**src/rtl/rv_pkg.sv**
```systemverilog
// rtl/rv_pkg.sv - shared types and constants for the RV32 multi-cycle sequencer
package rv_pkg;

    typedef enum logic [2:0] {
        ST_IDLE   = 3'd0,
        ST_FETCH  = 3'd1,
        ST_DECODE = 3'd2,
        ST_EXEC   = 3'd3,
        ST_WB     = 3'd4,
        ST_HALT   = 3'd5
    } state_t;

    typedef enum logic [1:0] {
        HC_NONE    = 2'b00,
        HC_ILLEGAL = 2'b01,
        HC_TIMEOUT = 2'b10
    } halt_cause_t;

    // Opcodes the datapath can execute; the decoder uses the same constants.
    localparam logic [6:0]  OP_R     = 7'b0110011;
    localparam logic [6:0]  OP_I_ALU = 7'b0010011;

    // addi x0, x0, 0
    localparam logic [31:0] NOP_INST = 32'h00000013;

    function automatic logic is_legal_op(input logic [6:0] op);
        return (op == OP_R) || (op == OP_I_ALU);
    endfunction

endpackage

```
**src/rtl/rv_seq_ctrl.sv**
```systemverilog
// rtl/rv_seq_ctrl.sv - FETCH/DECODE/EXEC/WB sequencer owning PC and instruction register
module rv_seq_ctrl
    import rv_pkg::*;
#(
    parameter logic [31:0] RESET_PC      = 32'h00000000,
    parameter int          FETCH_TIMEOUT = 16,
    parameter int          CNT_W         = 32
) (
    input  logic             clk,
    input  logic             rst,
    input  logic             run,
    output logic             imem_req,
    output logic [31:0]      imem_addr,
    input  logic             imem_ack,
    input  logic [31:0]      imem_rdata,
    output logic [31:0]      inst_q,
    input  logic             dec_w_en,
    output logic             alu_lat_en,
    output logic             rf_we,
    output logic [31:0]      pc,
    output logic             retire,
    output logic [CNT_W-1:0] instret,
    output logic             halted,
    output logic [1:0]       halt_cause
);

    // The counter never needs to hold more than FETCH_TIMEOUT-1.
    localparam int TMO_W = (FETCH_TIMEOUT > 1) ? $clog2(FETCH_TIMEOUT) : 1;
    localparam logic [TMO_W-1:0] TMO_LAST = TMO_W'((FETCH_TIMEOUT > 0) ? FETCH_TIMEOUT - 1 : 0);
    localparam logic TMO_ON = (FETCH_TIMEOUT > 0);

    state_t           state_q;
    state_t           state_d;
    logic [TMO_W-1:0] tmo_cnt;
    halt_cause_t      cause_q;

    // Moore strobes; rf_we additionally qualified by the decoder and x0 suppression.
    assign imem_req   = (state_q == ST_FETCH);
    assign imem_addr  = pc;
    assign alu_lat_en = (state_q == ST_EXEC);
    assign retire     = (state_q == ST_WB);
    assign rf_we      = (state_q == ST_WB) && dec_w_en && (inst_q[11:7] != 5'd0);
    assign halted     = (state_q == ST_HALT);
    assign halt_cause = cause_q;

    // Next-state decision.
    always_comb begin
        state_d = state_q;
        case (state_q)
            ST_IDLE: begin
                if (run) state_d = ST_FETCH;
            end
            ST_FETCH: begin
                if (imem_ack)
                    state_d = ST_DECODE;
                else if (TMO_ON && (tmo_cnt == TMO_LAST))
                    state_d = ST_HALT;
            end
            ST_DECODE: begin
                state_d = is_legal_op(inst_q[6:0]) ? ST_EXEC : ST_HALT;
            end
            ST_EXEC: begin
                state_d = ST_WB;
            end
            ST_WB: begin
                state_d = run ? ST_FETCH : ST_IDLE;
            end
            ST_HALT: begin
                state_d = ST_HALT;
            end
            default: begin
                state_d = ST_IDLE;
            end
        endcase
    end

    // State register.
    always_ff @(posedge clk) begin
        if (rst) state_q <= ST_IDLE;
        else     state_q <= state_d;
    end

    // Instruction register captures the fetched word on ack; acks elsewhere are dropped.
    always_ff @(posedge clk) begin
        if (rst)
            inst_q <= NOP_INST;
        else if ((state_q == ST_FETCH) && imem_ack)
            inst_q <= imem_rdata;
    end

    // Fetch wait counter: runs only while FETCH waits for an ack, cleared otherwise.
    always_ff @(posedge clk) begin
        if (rst)
            tmo_cnt <= '0;
        else if (TMO_ON && (state_q == ST_FETCH) && !imem_ack)
            tmo_cnt <= tmo_cnt + TMO_W'(1);
        else
            tmo_cnt <= '0;
    end

    // Halt cause is recorded on the transition into HALT and then held.
    always_ff @(posedge clk) begin
        if (rst)
            cause_q <= HC_NONE;
        else if (state_d == ST_HALT) begin
            if (state_q == ST_FETCH)
                cause_q <= HC_TIMEOUT;
            else if (state_q == ST_DECODE)
                cause_q <= HC_ILLEGAL;
        end
    end

    // PC and retired-instruction count advance only in WB, both wrap naturally.
    always_ff @(posedge clk) begin
        if (rst) begin
            pc      <= RESET_PC;
            instret <= '0;
        end else if (state_q == ST_WB) begin
            pc      <= pc + 32'd4;
            instret <= instret + CNT_W'(1);
        end
    end

endmodule

```
**config.mk**
```make
export PLATFORM = sky130hd
export DESIGN_NAME = rv_seq_ctrl
export DESIGN_NICKNAME = d
export VERILOG_FILES = /design/src/rtl/rv_pkg.sv /design/src/rtl/rv_seq_ctrl.sv
export SDC_FILE = /design/constraint.sdc
export NUM_CORES = 1
export LEC_CHECK = 0
export ABC_AREA = 1
export CORE_ASPECT_RATIO = 1.4
export CORE_MARGIN = 3
export CORE_UTILIZATION = 43
export DETAILED_ROUTE_END_ITERATION = 8
export PLACE_DENSITY = 0.84
export REMOVE_ABC_BUFFERS = 1
export SYNTH_ARGS = -nofsm -noshare
export SYNTH_HDL_FRONTEND = slang
export SYNTH_SLANG_ARGS = --single-unit
```
**constraint.sdc**
```tcl
create_clock -name clk -period 1.3 [get_ports clk]
set_input_delay 0.26 -clock clk [delete_from_list [all_inputs] [get_ports clk]]
set_output_delay 0.26 -clock clk [all_outputs]
set_load 0.02 [all_outputs]
```
Word-level counts from Yosys, hierarchy flattened
Index checks and enable logic that the tools add are counted.
Cells by class
  add/subtract/negate cells: 3
  multipliers: 0
  div/mod/pow operators: 0
  order comparisons: 0
  eq/ne operators: 9
  shift operators: 0
  mux-type cells: 8
  bitwise operators: 1
  reductions and logical operators: 11
Operators with widths (number)
  adder 32 x 1 -> 32 bit, second input constant: 1
  adder 32 x 3 -> 32 bit, second input constant: 1
  one-hot mux 3 bit (6 select lines): 1
  2-to-1 mux 3 bit: 4
  == test 3 bit, second input constant: 3
  == test 7 x 5 -> 1 bit, second input constant: 1
  == test 7 x 6 -> 1 bit, second input constant: 1
  == test 3 x 2 -> 1 bit, second input constant: 2
  nonzero test 5 bit: 1
  adder 4 x 1 -> 4 bit, second input constant: 1
  == test 4 bit, second input constant: 1
  logical AND 1 bit: 4
  2-to-1 mux 2 bit: 2
  == test 3 x 1 -> 1 bit, second input constant: 1
  zero test 3 bit: 1
  AND reduction 2 bit: 1
  nonzero test 2 bit: 1
  OR reduction 2 bit: 1
  zero test 1 bit: 1
  logical OR 1 bit: 1
  2-to-1 mux 1 bit: 1
  inverter 1 bit: 1
Storage, ports and cells
  bits in registers: 105
  latch bits: 0
  RAM bits: 0
  bits in read-only memories: 0
  input bits: 37
  output and inout bits: 135
  memories: 0

Longest topological paths before layout
  word-level depth: 6
  gate-level depth with buffers: 10
  mapped depth without buffers: 10

Least setup slack after synthesis
Ideal clock, no wire load.
  path type: reg2reg
  start point: reg instret[0]
  end point: reg instret[20]
  data arrival time: 1527 ps
  required time: 1183 ps
  setup slack: -344 ps
  stages on the path, launching flop included: 9
  path buffers: 0
  path through: dfxtp_1 ha_1 nand3_1 nor2_4 nand2_2 nor2_4 nand2_1 o21ai_0 nor2_1
On the way
  longest elaborated chain between the ends: 1
Ends and longest elaborated chain
  from (decl): RTL line rv_seq_ctrl.sv:22  | output logic [CNT_W-1:0] instret,
  from (signal assigned): RTL line rv_seq_ctrl.sv:120  | instret <= instret + CNT_W'(1);
  adder 32 x 1 -> 32 bit: RTL line rv_seq_ctrl.sv:120
No other way between the ends.
A chain may end at the register's enable or synchronous reset.

Worst setup path after layout
  start point: reg state_q[0]
  end point: reg instret[20]
On the way
  longest elaborated chain between the ends: 1
Ends and longest elaborated chain
  from (decl): RTL line rv_seq_ctrl.sv:32  | state_t state_q;
  from (signal assigned): RTL line rv_seq_ctrl.sv:80  | else state_q <= state_d;
  == test 3 bit: RTL line rv_seq_ctrl.sv:118  | end else if (state_q == ST_WB) begin
No other way between the ends.

==> impl_metrics.tcl <==
set metrics [dict create \
    design.core.area_um2 12400 \
    cp.arrival_ns 1.92 \
    synth_area_leaders "dfxtp_1 38%, nand2_1 16%, nor2_1 12%, inv_1 5.6%, buf_4 5.0%" \
    drt_pass1_iterations 6 \
    drtIter0Drc 547 \
    cts_buffer_depth 2 \
    max_stage_delay_ns 0.34 \
    area_growth_pct 82.7 \
    violations "setup timing" \
    place_area_um2 8080 \
    clock_sinks 103 \
    r2r-start "state_q[0]" \
    die_w_um 101 \
    cts_root_buf "clkbuf_16" \
    grt_antenna_before_repair 0 \
    clk_latency_ns 0.37 \
    grt_pass1_wl_mm 33.5 \
    crit_path_cell_trace "nor2_4, buf_6, nand3b_1, nor3_2, nand3_1, nand2_1, inv_1, nor2_1" \
    place_ws_ns -0.475 \
    htree_levels 3 \
    seq_area_um2 2200 \
    syn_area_um2 5460 \
    post_drt_wl_per_cell_um 20.6 \
    max_freq_mhz 617 \
    path_buf_inv 2 \
    skew_ns 0.0136 \
    hold_depth 3 \
    drive_gt1_frac 0.530 \
    hp-class "in -> reg" \
    num_vias 7702 \
    hold_path_end "inst_q[4]" \
    cts_tree "yes" \
    required_ns 1.60 \
    cts_buffers 9 \
    leakagePower_nw 4.30 \
    antenna_cells 0 \
    maxCapViolations 0 \
    rows 48 \
    cp-end-kind "flop" \
    via_per_inst 5.87 \
    yosys.area.top_type_share 0.378 \
    wirelength_mm 27.0 \
    numPortBuffers 167 \
    netlist_instances 855 \
    grt_usage 0.297 \
    avgSynthCellArea_um2 6.38 \
    ir_drop_v 0.000800 \
    reg2reg_depth 8 \
    start_util 0.441 \
    io-pin-count 172 \
    fin_crit_ns 1.62 \
    multi_input_area_um2 3810 \
    reg2reg_to "instret[20]" \
    holdCritStartpoint "imem_rdata[4]" \
    fin_nets 1198 \
    finalInstanceArea_um2 9970 \
    rsz0062_at_grt "yes" \
    dpl.hpwl_mm 12.7 \
    drtAntennaViolNets 0 \
    outcome "finished, violations left" \
    setup_tns_ns -16.55 \
    r2r_slack_ns -0.32 \
    drc_errors 0 \
    worst_setup_path_start_kind "flop" \
    slowest_stage "dfxtp_2" \
    yosys.area.top_type "dfxtp_1" \
    final_core_util 0.806 \
    die_area_um2 14100 \
    die_h_um 139 \
    gp_congestion 0.933 \
    hold_viol_final 0 \
    cpLargestDelayFamily "simple AND/OR/NAND/NOR gates" \
    ys_ff_latch 103 \
    maxSlewViolCount 0 \
    whs_ns 0.460 \
    ys_types 34 \
    powerDensity_nw_per_um2 735 \
    setup_violations 117 \
    gr-total-overflow 0 \
    ctsHoldBuffers 0 \
    grt_pass1_vias 7017 \
    nFillCells 650 \
    grt_max_degree 22 \
    fin_ws_ns -0.321 \
    post-route-period-util 1.25 \
    worstSetupPathType "reg -> reg" \
    ys_seq_area_frac 0.378 \
    yosys_warnings 0 \
    path_max_fanout 4 \
    clk_pin_slew_worst_paths_ns 0.08 \
]
[cells by family after synthesis]
group           Yosys count  share of synthesized area
simple gates            502                      0.387
buf+inv                 139                      0.122
flops                   103                      0.378
compound gates          101                     0.0956
xor+xnor                  6                    0.00963
fa+ha+maj                 3                    0.00688
other cells               1                   0.000687
[final cells by class]
class | instances | area share
sequential | 103 | 0.221
clock inverter | 6 | 0.00552
multi-input combinational | 617 | 0.383
inverter | 83 | 0.0325
clock buffer | 10 | 0.0240
tap | 150 | 0.0188
timing repair buffer | 344 | 0.315
[routing by layer]
layer	GRT usage	vias up	wire, um
li1	-	3273	-
met3	0.0587	251	2490
met5	0	-	0
met4	0.174	0	2470
met1	0.297	3533	8450
met2	0.547	645	13600
[metrics by stage]
step / std cells / power, W
after floorplan: 802 / 0.00375
after global placement: 1253 / 0.00426
after detailed placement: 1253 / 0.00428
after CTS: 1292 / 0.00715
after global routing: 1313 / 0.00751
final: 1313 / 0.00733
[placed cells by master (no fill, tap or decap), drive strengths merged, types with 3 or more instances in the layout]
master and count:
dfxtp 103, nor3 10, xor2 4, ha 3, inv 89, nand3b 5
clkbuf 41, nor2 188, nand4 13, o21ai 49, nand2 242, buf 233
a21oi 45, clkdlybuf4s50 35, nand3 42, conb 4, clkdlybuf4s15 44, o21a 3
[cell usage after synthesis (all sizes together)]
cell type  instances
a211oi             1
a21oi             45
a31oi              1
and2               1
and3               1
buf               46
clkbuf            10
conb               1
dfxtp            103
ha                 3
inv               83
nand2            241
nand3             42
nand3b             5
nand4             13
nor2             188
nor3              10
nor3b              1
o21a               3
o21ai             49
o21bai             2
xnor2              2
xor2               4
[flip-flops by register name, summed over array words and instances (netlist names)]
signal / count
inst_q: 32
state_q: 3
imem_addr: 30
instret: 32
tmo_cnt: 4
halt_cause: 2
[how the worst max path moves through the flow]
| stage | end | startpoint | cells after the start |
|---|---|---|---|
| after floorplan | inst_q[0] | state_q[0] | 6 |
| after global placement | rf_we | dec_w_en | 4 |
| after detailed placement | rf_we | dec_w_en | 4 |
| after CTS | rf_we | state_q[1] | 6 |
| after global routing | instret[19] | state_q[0] | 10 |
| final | instret[20] | state_q[0] | 8 |
[power by group]
part	switching, W	internal, W
clock	0.00144	0.00141
sequential	0.0000711	0.00319
combinational	0.000675	0.000543
[what timing repair did]
item	CTS	global route
endpoints found under the setup margin	225	181
resized for setup	686	297
cloned	7	0
pin swaps	45	79
setup buffers	17	26
[worst register-to-register path, stage by stage (launching register included)]
cell      delay [ns]
dfxtp_2         0.34
nor2_4          0.14
buf_6           0.12
nand3b_1        0.22
nor3_2          0.33
nand3_1         0.16
nand2_1         0.11
inv_1           0.05
nor2_1          0.08
Power figures use the tool's default switching activity.
